## src/rtl/serial_number_pkg.sv

```systemverilog
// Shared defaults and FSM state type for the serial number encoder.
// Optional feature macro: SERIAL_NUMBER_CHECKSUM_EN (appends one XOR checksum byte).
package serial_number_pkg;

    localparam int unsigned NUMBER_BITS_DEFAULT     = 37;
    localparam int unsigned NUMBER_BYTES_DEFAULT    = 5;
    localparam int unsigned BYTE_INDEX_BITS_DEFAULT = 3;

`ifdef SERIAL_NUMBER_CHECKSUM_EN
    localparam int unsigned CHECKSUM_BYTES = 1;
`else
    localparam int unsigned CHECKSUM_BYTES = 0;
`endif

    typedef enum logic [1:0] {
        IDLE,
        SEND,
        DONE
    } enc_state_t;

endpackage

```

## src/rtl/serial_number_encoder_if.sv

```systemverilog
// Request/status and UART TX byte handshake bundle for serial_number_encoder.
// master: the encoder side; slave: the producer of num/start and the UART TX consumer.
interface serial_number_encoder_if #(
    parameter int unsigned NUMBER_BITS = serial_number_pkg::NUMBER_BITS_DEFAULT
) ();

    logic [NUMBER_BITS-1:0] num;
    logic                   start;
    logic                   busy;
    logic                   done;
    logic [7:0]             tx_byte;
    logic                   tx_send;
    logic                   tx_ready;

    modport master (
        input  num,
        input  start,
        input  tx_ready,
        output busy,
        output done,
        output tx_byte,
        output tx_send
    );

    modport slave (
        output num,
        output start,
        output tx_ready,
        input  busy,
        input  done,
        input  tx_byte,
        input  tx_send
    );

endinterface

```

## src/rtl/serial_number_encoder.sv

```systemverilog
// Serialises one signed fixed-point number into bytes (LSB first) for the UART TX.
// The top byte carries sign-extension bits above NUMBER_BITS.
// Optional feature macro: SERIAL_NUMBER_CHECKSUM_EN (extra XOR byte after the number).
module serial_number_encoder
    import serial_number_pkg::*;
#(
    parameter int unsigned NUMBER_BITS     = NUMBER_BITS_DEFAULT,
    parameter int unsigned NUMBER_BYTES    = NUMBER_BYTES_DEFAULT,
    parameter int unsigned BYTE_INDEX_BITS = BYTE_INDEX_BITS_DEFAULT
) (
    input  logic                    clk,
    input  logic                    reset,
    serial_number_encoder_if.master enc
);

    localparam int unsigned TOTAL_BYTES = NUMBER_BYTES + CHECKSUM_BYTES;
    localparam int unsigned SHADOW_BITS = 8 * NUMBER_BYTES;
    localparam logic [BYTE_INDEX_BITS-1:0] LAST_INDEX = BYTE_INDEX_BITS'(TOTAL_BYTES - 1);
`ifdef SERIAL_NUMBER_CHECKSUM_EN
    localparam logic [BYTE_INDEX_BITS-1:0] CHECKSUM_INDEX = BYTE_INDEX_BITS'(NUMBER_BYTES);
`endif

    enc_state_t                   state_q, state_d;
    logic [NUMBER_BYTES-1:0][7:0] shadow_q, shadow_d;
    logic [BYTE_INDEX_BITS-1:0]   byte_index_q, byte_index_d;
    logic [7:0]                   tx_byte_q, tx_byte_d;
    logic                         tx_send_q, tx_send_d;
    logic                         busy_q, busy_d;
    logic                         done_q, done_d;
    logic [7:0]                   checksum_q, checksum_d;

    logic [NUMBER_BYTES-1:0][7:0] num_ext;
    logic [BYTE_INDEX_BITS-1:0]   next_index;
    logic                         handshake;

    // Next-state and registered-output logic for capture, byte stepping and done pulse.
    always_comb begin
        state_d      = state_q;
        shadow_d     = shadow_q;
        byte_index_d = byte_index_q;
        tx_byte_d    = tx_byte_q;
        tx_send_d    = tx_send_q;
        busy_d       = busy_q;
        done_d       = 1'b0;
        checksum_d   = checksum_q;

        // Sign extension happens once at capture so every byte select is a plain slice.
        num_ext    = SHADOW_BITS'(signed'(enc.num));
        next_index = byte_index_q + BYTE_INDEX_BITS'(1);
        handshake  = tx_send_q && enc.tx_ready;

        unique case (state_q)
            IDLE: begin
                if (enc.start) begin
                    shadow_d     = num_ext;
                    byte_index_d = '0;
                    tx_byte_d    = num_ext[0];
                    tx_send_d    = 1'b1;
                    busy_d       = 1'b1;
                    checksum_d   = '0;
                    state_d      = SEND;
                end
            end
            SEND: begin
                if (handshake) begin
                    checksum_d   = checksum_q ^ tx_byte_q;
                    byte_index_d = next_index;
                    if (byte_index_q == LAST_INDEX) begin
                        tx_send_d = 1'b0;
                        busy_d    = 1'b0;
                        done_d    = 1'b1;
                        state_d   = DONE;
                    end else begin
`ifdef SERIAL_NUMBER_CHECKSUM_EN
                        // The running XOR including the byte just accepted is the checksum byte.
                        tx_byte_d = (next_index == CHECKSUM_INDEX) ? checksum_d
                                                                   : shadow_q[next_index];
`else
                        tx_byte_d = shadow_q[next_index];
`endif
                    end
                end
            end
            DONE: begin
                state_d = IDLE;
            end
            default: begin
                state_d   = IDLE;
                tx_send_d = 1'b0;
                busy_d    = 1'b0;
            end
        endcase
    end

    // State and output registers with synchronous active-high reset.
    always_ff @(posedge clk) begin
        if (reset) begin
            state_q      <= IDLE;
            shadow_q     <= '0;
            byte_index_q <= '0;
            tx_byte_q    <= '0;
            tx_send_q    <= 1'b0;
            busy_q       <= 1'b0;
            done_q       <= 1'b0;
            checksum_q   <= '0;
        end else begin
            state_q      <= state_d;
            shadow_q     <= shadow_d;
            byte_index_q <= byte_index_d;
            tx_byte_q    <= tx_byte_d;
            tx_send_q    <= tx_send_d;
            busy_q       <= busy_d;
            done_q       <= done_d;
            checksum_q   <= checksum_d;
        end
    end

    assign enc.tx_byte = tx_byte_q;
    assign enc.tx_send = tx_send_q;
    assign enc.busy    = busy_q;
    assign enc.done    = done_q;

endmodule

```

## src/flat_wrapper.sv

```systemverilog
// flat-port wrapper written by rule: the top's interface ports become plain ports
module serial_number_encoder_flat import serial_number_pkg::*;
#(
    parameter int unsigned NUMBER_BITS     = NUMBER_BITS_DEFAULT,
    parameter int unsigned NUMBER_BYTES    = NUMBER_BYTES_DEFAULT,
    parameter int unsigned BYTE_INDEX_BITS = BYTE_INDEX_BITS_DEFAULT
)
  (clk, reset, enc_num, enc_start, enc_tx_ready, enc_busy, enc_done, enc_tx_byte, enc_tx_send);
  serial_number_encoder_if #(.NUMBER_BITS(NUMBER_BITS)) enc_i ();
  input  logic clk;
  input  logic reset;
  input wire logic [$bits(enc_i.num)-1:0] enc_num;
  input wire logic [$bits(enc_i.start)-1:0] enc_start;
  input wire logic [$bits(enc_i.tx_ready)-1:0] enc_tx_ready;
  output wire logic [$bits(enc_i.busy)-1:0] enc_busy;
  output wire logic [$bits(enc_i.done)-1:0] enc_done;
  output wire logic [$bits(enc_i.tx_byte)-1:0] enc_tx_byte;
  output wire logic [$bits(enc_i.tx_send)-1:0] enc_tx_send;
  assign enc_i.num = enc_num;
  assign enc_i.start = enc_start;
  assign enc_i.tx_ready = enc_tx_ready;
  assign enc_busy = enc_i.busy;
  assign enc_done = enc_i.done;
  assign enc_tx_byte = enc_i.tx_byte;
  assign enc_tx_send = enc_i.tx_send;
  serial_number_encoder #(.NUMBER_BITS(NUMBER_BITS), .NUMBER_BYTES(NUMBER_BYTES), .BYTE_INDEX_BITS(BYTE_INDEX_BITS)) u_core (.clk(clk), .reset(reset), .enc(enc_i));
endmodule
```

## config.mk

```make
export PLATFORM = sky130hd
export DESIGN_NAME = serial_number_encoder_flat
export DESIGN_NICKNAME = d
export VERILOG_FILES = /design/src/rtl/serial_number_pkg.sv /design/src/rtl/serial_number_encoder_if.sv /design/src/rtl/serial_number_encoder.sv /design/src/flat_wrapper.sv
export SDC_FILE = /design/constraint.sdc
export NUM_CORES = 1
export LEC_CHECK = 0
export ABC_AREA = 1
export CAP_MARGIN = 0
export CORE_MARGIN = 5
export CORE_UTILIZATION = 54
export DETAILED_ROUTE_END_ITERATION = 7
export HOLD_SLACK_MARGIN = 0.15
export PLACE_DENSITY = 0.85
export SLEW_MARGIN = 20
export SYNTH_ARGS = -nofsm -noshare
export SYNTH_HDL_FRONTEND = slang
export SYNTH_SLANG_ARGS = --single-unit
export TNS_END_PERCENT = 30
```

## constraint.sdc

```tcl
create_clock -name clk -period 3.7 [get_ports clk]
set_input_delay 0.555 -clock clk [delete_from_list [all_inputs] [get_ports clk]]
set_output_delay 0.555 -clock clk [all_outputs]
set_load 0.05 [all_outputs]
```

==> key figures <==
Detailed routing
  • Vias: 2278
  • Drt total wl: 5595 µm
  • Antenna viol nets, final: 0
  • Vias per std cell: 5.237
  • DRC Markers: 0
  • DR iter-0 viols: 178
  • DR pass1 iterations: 4
  • Wire per inst: 12.86 µm

Pwr
  • Lkg Pwr: 0.001205 µW
  • Max VDD drop: 0.2754 mV
  • Pwr dens: 406.3 nW/µm²
  • Overall Power: 1195 µW

Layout
  • Fin nets: 425
  • Post-layout util: 68.50%
  • Antenna cells: 0
  • Area grow syn2layout: 24.33%
  • Share of layout cells above drive strength 1: 5.222%
  • Fin area: 2942 µm²

Flow run
  • Maxcap violations: 0

Worst setup path
  • CP peak stage delay: 0.61 ns
  • WP data required: 3.94 ns
  • Critical Path Sink Type: register
  • CP max FO: 23
  • Critical path, cell by cell: buf_4, inv_2, ha_1, inv_1, nand3_1, nand3_1, nand2_1, nand2_1, a21oi_2
  • Top Family by Delay on Critical Path: buffers and inverters
  • Crit-path slowest cell: ha_1
  • CP Data Arrival Time: 2.51 ns
  • CP Class: register to register
  • Startpoint class of the critical path: register
  • Buf+Inv Stages, Crit Path: 3

Timing
  • RSZ-0062 raised after global routing: no
  • Final setup fails: 0
  • Slew Viols, Final: 0
  • Relative slew slack: 30.61%
  • Worst Max-Slew Pin Slew: 1.040 ns
  • Tmin final: 2.272 ns
  • Post-Route Setup TNS: 0 ns
  • Hold Fails Final Rpt: 0
  • Tcrit/Tclk final: 61.41%
  • Clk_skew: 0.004280 ns
  • Fmax: 440.1 MHz

Clocking
  • Post-cts resize count: 0
  • Clk buf depth: 2
  • Total CTS buffers: 5
  • Clk Latency, worst-skew pair: 0.30 ns
  • Hold Buf Count CTS: 0
  • Clock-pin slew on the worst setup and hold paths: 0.09 ns
  • Setup bufs post-CTS: 0
  • TritonCTS clock tree: done
  • Clock Sinks: 52
  • H-tree depth: 2
  • Root buffer cell: clkbuf_8

Global route
  • Total track usage: 19.38%
  • Vias in the first global route: 2161
  • First-pass GRT wire length: 9508 µm
  • Initial antenna violation count: 0
  • Grt ovf: 0
  • Largest net degree at the start of global routing: 44

Logic synthesis
  • Cells after Synth: 342
  • Area contributors post-synth: dfxtp_1 (44%), nand2_1 (11%), o21ai_0 (8.5%)
  • Post-synth top cells: nand2_1 (70), dfxtp_1 (52), nor2_1 (51)
  • Most common cell in the synthesized netlist: nand2_1
  • Post-synth EDFFs: 0
  • Synth cell types: 19
  • Netlist Area Pre-Place: 2366 µm²
  • Top_reg_cell synth: dfxtp_1
  • Sequential area share after synthesis: 44.00%
  • Ys Warns: 0
  • Syn avg cell area: 6.918 µm²
  • Async SR Flop Fraction: 0%
  • Top cell type's share of synthesized area: 44.00%
  • #FFs+latches synth: 52
  • Synth area leader: dfxtp_1
  • Syn Nets: 385

Floorplan
  • Area of the core: 4294 µm²
  • Chip Height: 76.20 µm
  • DIE AREA: 5806 µm²
  • # rows: 24
  • Die W: 76.20 µm
  • Starting Density: 55.10%
  • Io pins: 52

Hold path
  • Min-delay worst type: register to register

Placement
  • Post-DP HPWL: 3934 µm
  • I/O Buffers: 51
  • RD Place Congestion: 0.8198
  • Placement Cell Area: 2851 µm²

Outcome
  • Outcome: complete, no violations
[through the flow]
stage | setup slack (ns) | cells | hold slack (ns)
after floorplan | 1.951 | 342 | 0.4290
after global placement | 1.235 | 427 | 0.4396
after detailed placement | 1.207 | 427 | 0.4434
after CTS | 1.414 | 435 | 0.4571
after global routing | 1.170 | 435 | 0.4776
final | 1.428 | 435 | 0.4587
[final timing paths]
| check | start | end | slack [ns] | cells after the start |
|---|---|---|---|---|
| max | u_core.byte_index_q[0]$_SDFFE_PP0P_ | u_core.enc.tx_byte[5]$_SDFFE_PP0P_ | 1.43 | 9 |
| min | u_core.shadow_q[16]$_SDFFE_PP0P_ | u_core.shadow_q[16]$_SDFFE_PP0P_ | 0.46 | 2 |
| max reg2reg | u_core.byte_index_q[0]$_SDFFE_PP0P_ | u_core.enc.tx_byte[5]$_SDFFE_PP0P_ | 1.43 | 9 |
| min reg2reg | u_core.shadow_q[16]$_SDFFE_PP0P_ | u_core.shadow_q[16]$_SDFFE_PP0P_ | 0.46 | 2 |
[worst min-delay path: cells and delay by family (launching register included)]
kind | cells | cell delay (ns)
flip-flops | 1 | 0.31
buffers and inverters | 1 | 0.06
AO/OA/AOI/OAI | 1 | 0.06
[report_power, final]
group | internal [µW] | switching (µW)
clock network | 153 | 175
logic | 101 | 143
registers | 603 | 19.8
total | 857 | 338
[routing by layer]
metal / vias up / track usage (%) / part of all wire, %
li1: 1167 / - / -
met1: 1029 / 23.33 / 41
met2: 74 / 33.99 / 49
met3: 8 / 5.437 / 8.0
met4: 0 / 4.545 / 1.2
met5: - / 0 / 0
[cell type report]
| type | instances | area [µm²] |
|---|---|---|
| sequential | 52 | 1041 |
| timing repair buffer | 54 | 533.0 |
| tap | 52 | 65.06 |
| fill | 362 | 1353 |
| clock buffer | 8 | 90.09 |
| multi-input combinational | 237 | 1092 |
| inverter | 32 | 120.1 |
[sequential cells by signal (all words and copies together) (netlist names)]
signal               cells
u_core.enc.tx_send       1
u_core.byte_index_q      3
u_core.state_q           2
u_core.enc.done          1
u_core.shadow_q         37
u_core.enc.tx_byte       8
[cell families after synthesis]
| family | synth area share, % |
|---|---|
| compound gates | 16.29 |
| fa+ha+maj | 1.057 |
| simple gates | 28.82 |
| buf+inv | 9.836 |
| flops | 44.00 |
[layout by cell type (no fill, tap or decap), drive strengths merged]
cell type,synthesis,final
nor3,2,2
nand3,34,34
ha,2,2
dfxtp,52,52
nand2,73,73
o21ai,40,40
nor2,52,52
inv,32,32
clkdlybuf4s50,0,51
clkbuf,8,8
a21oi,34,34
buf,13,3
Note: power is estimated with default switching activity, not from simulation.
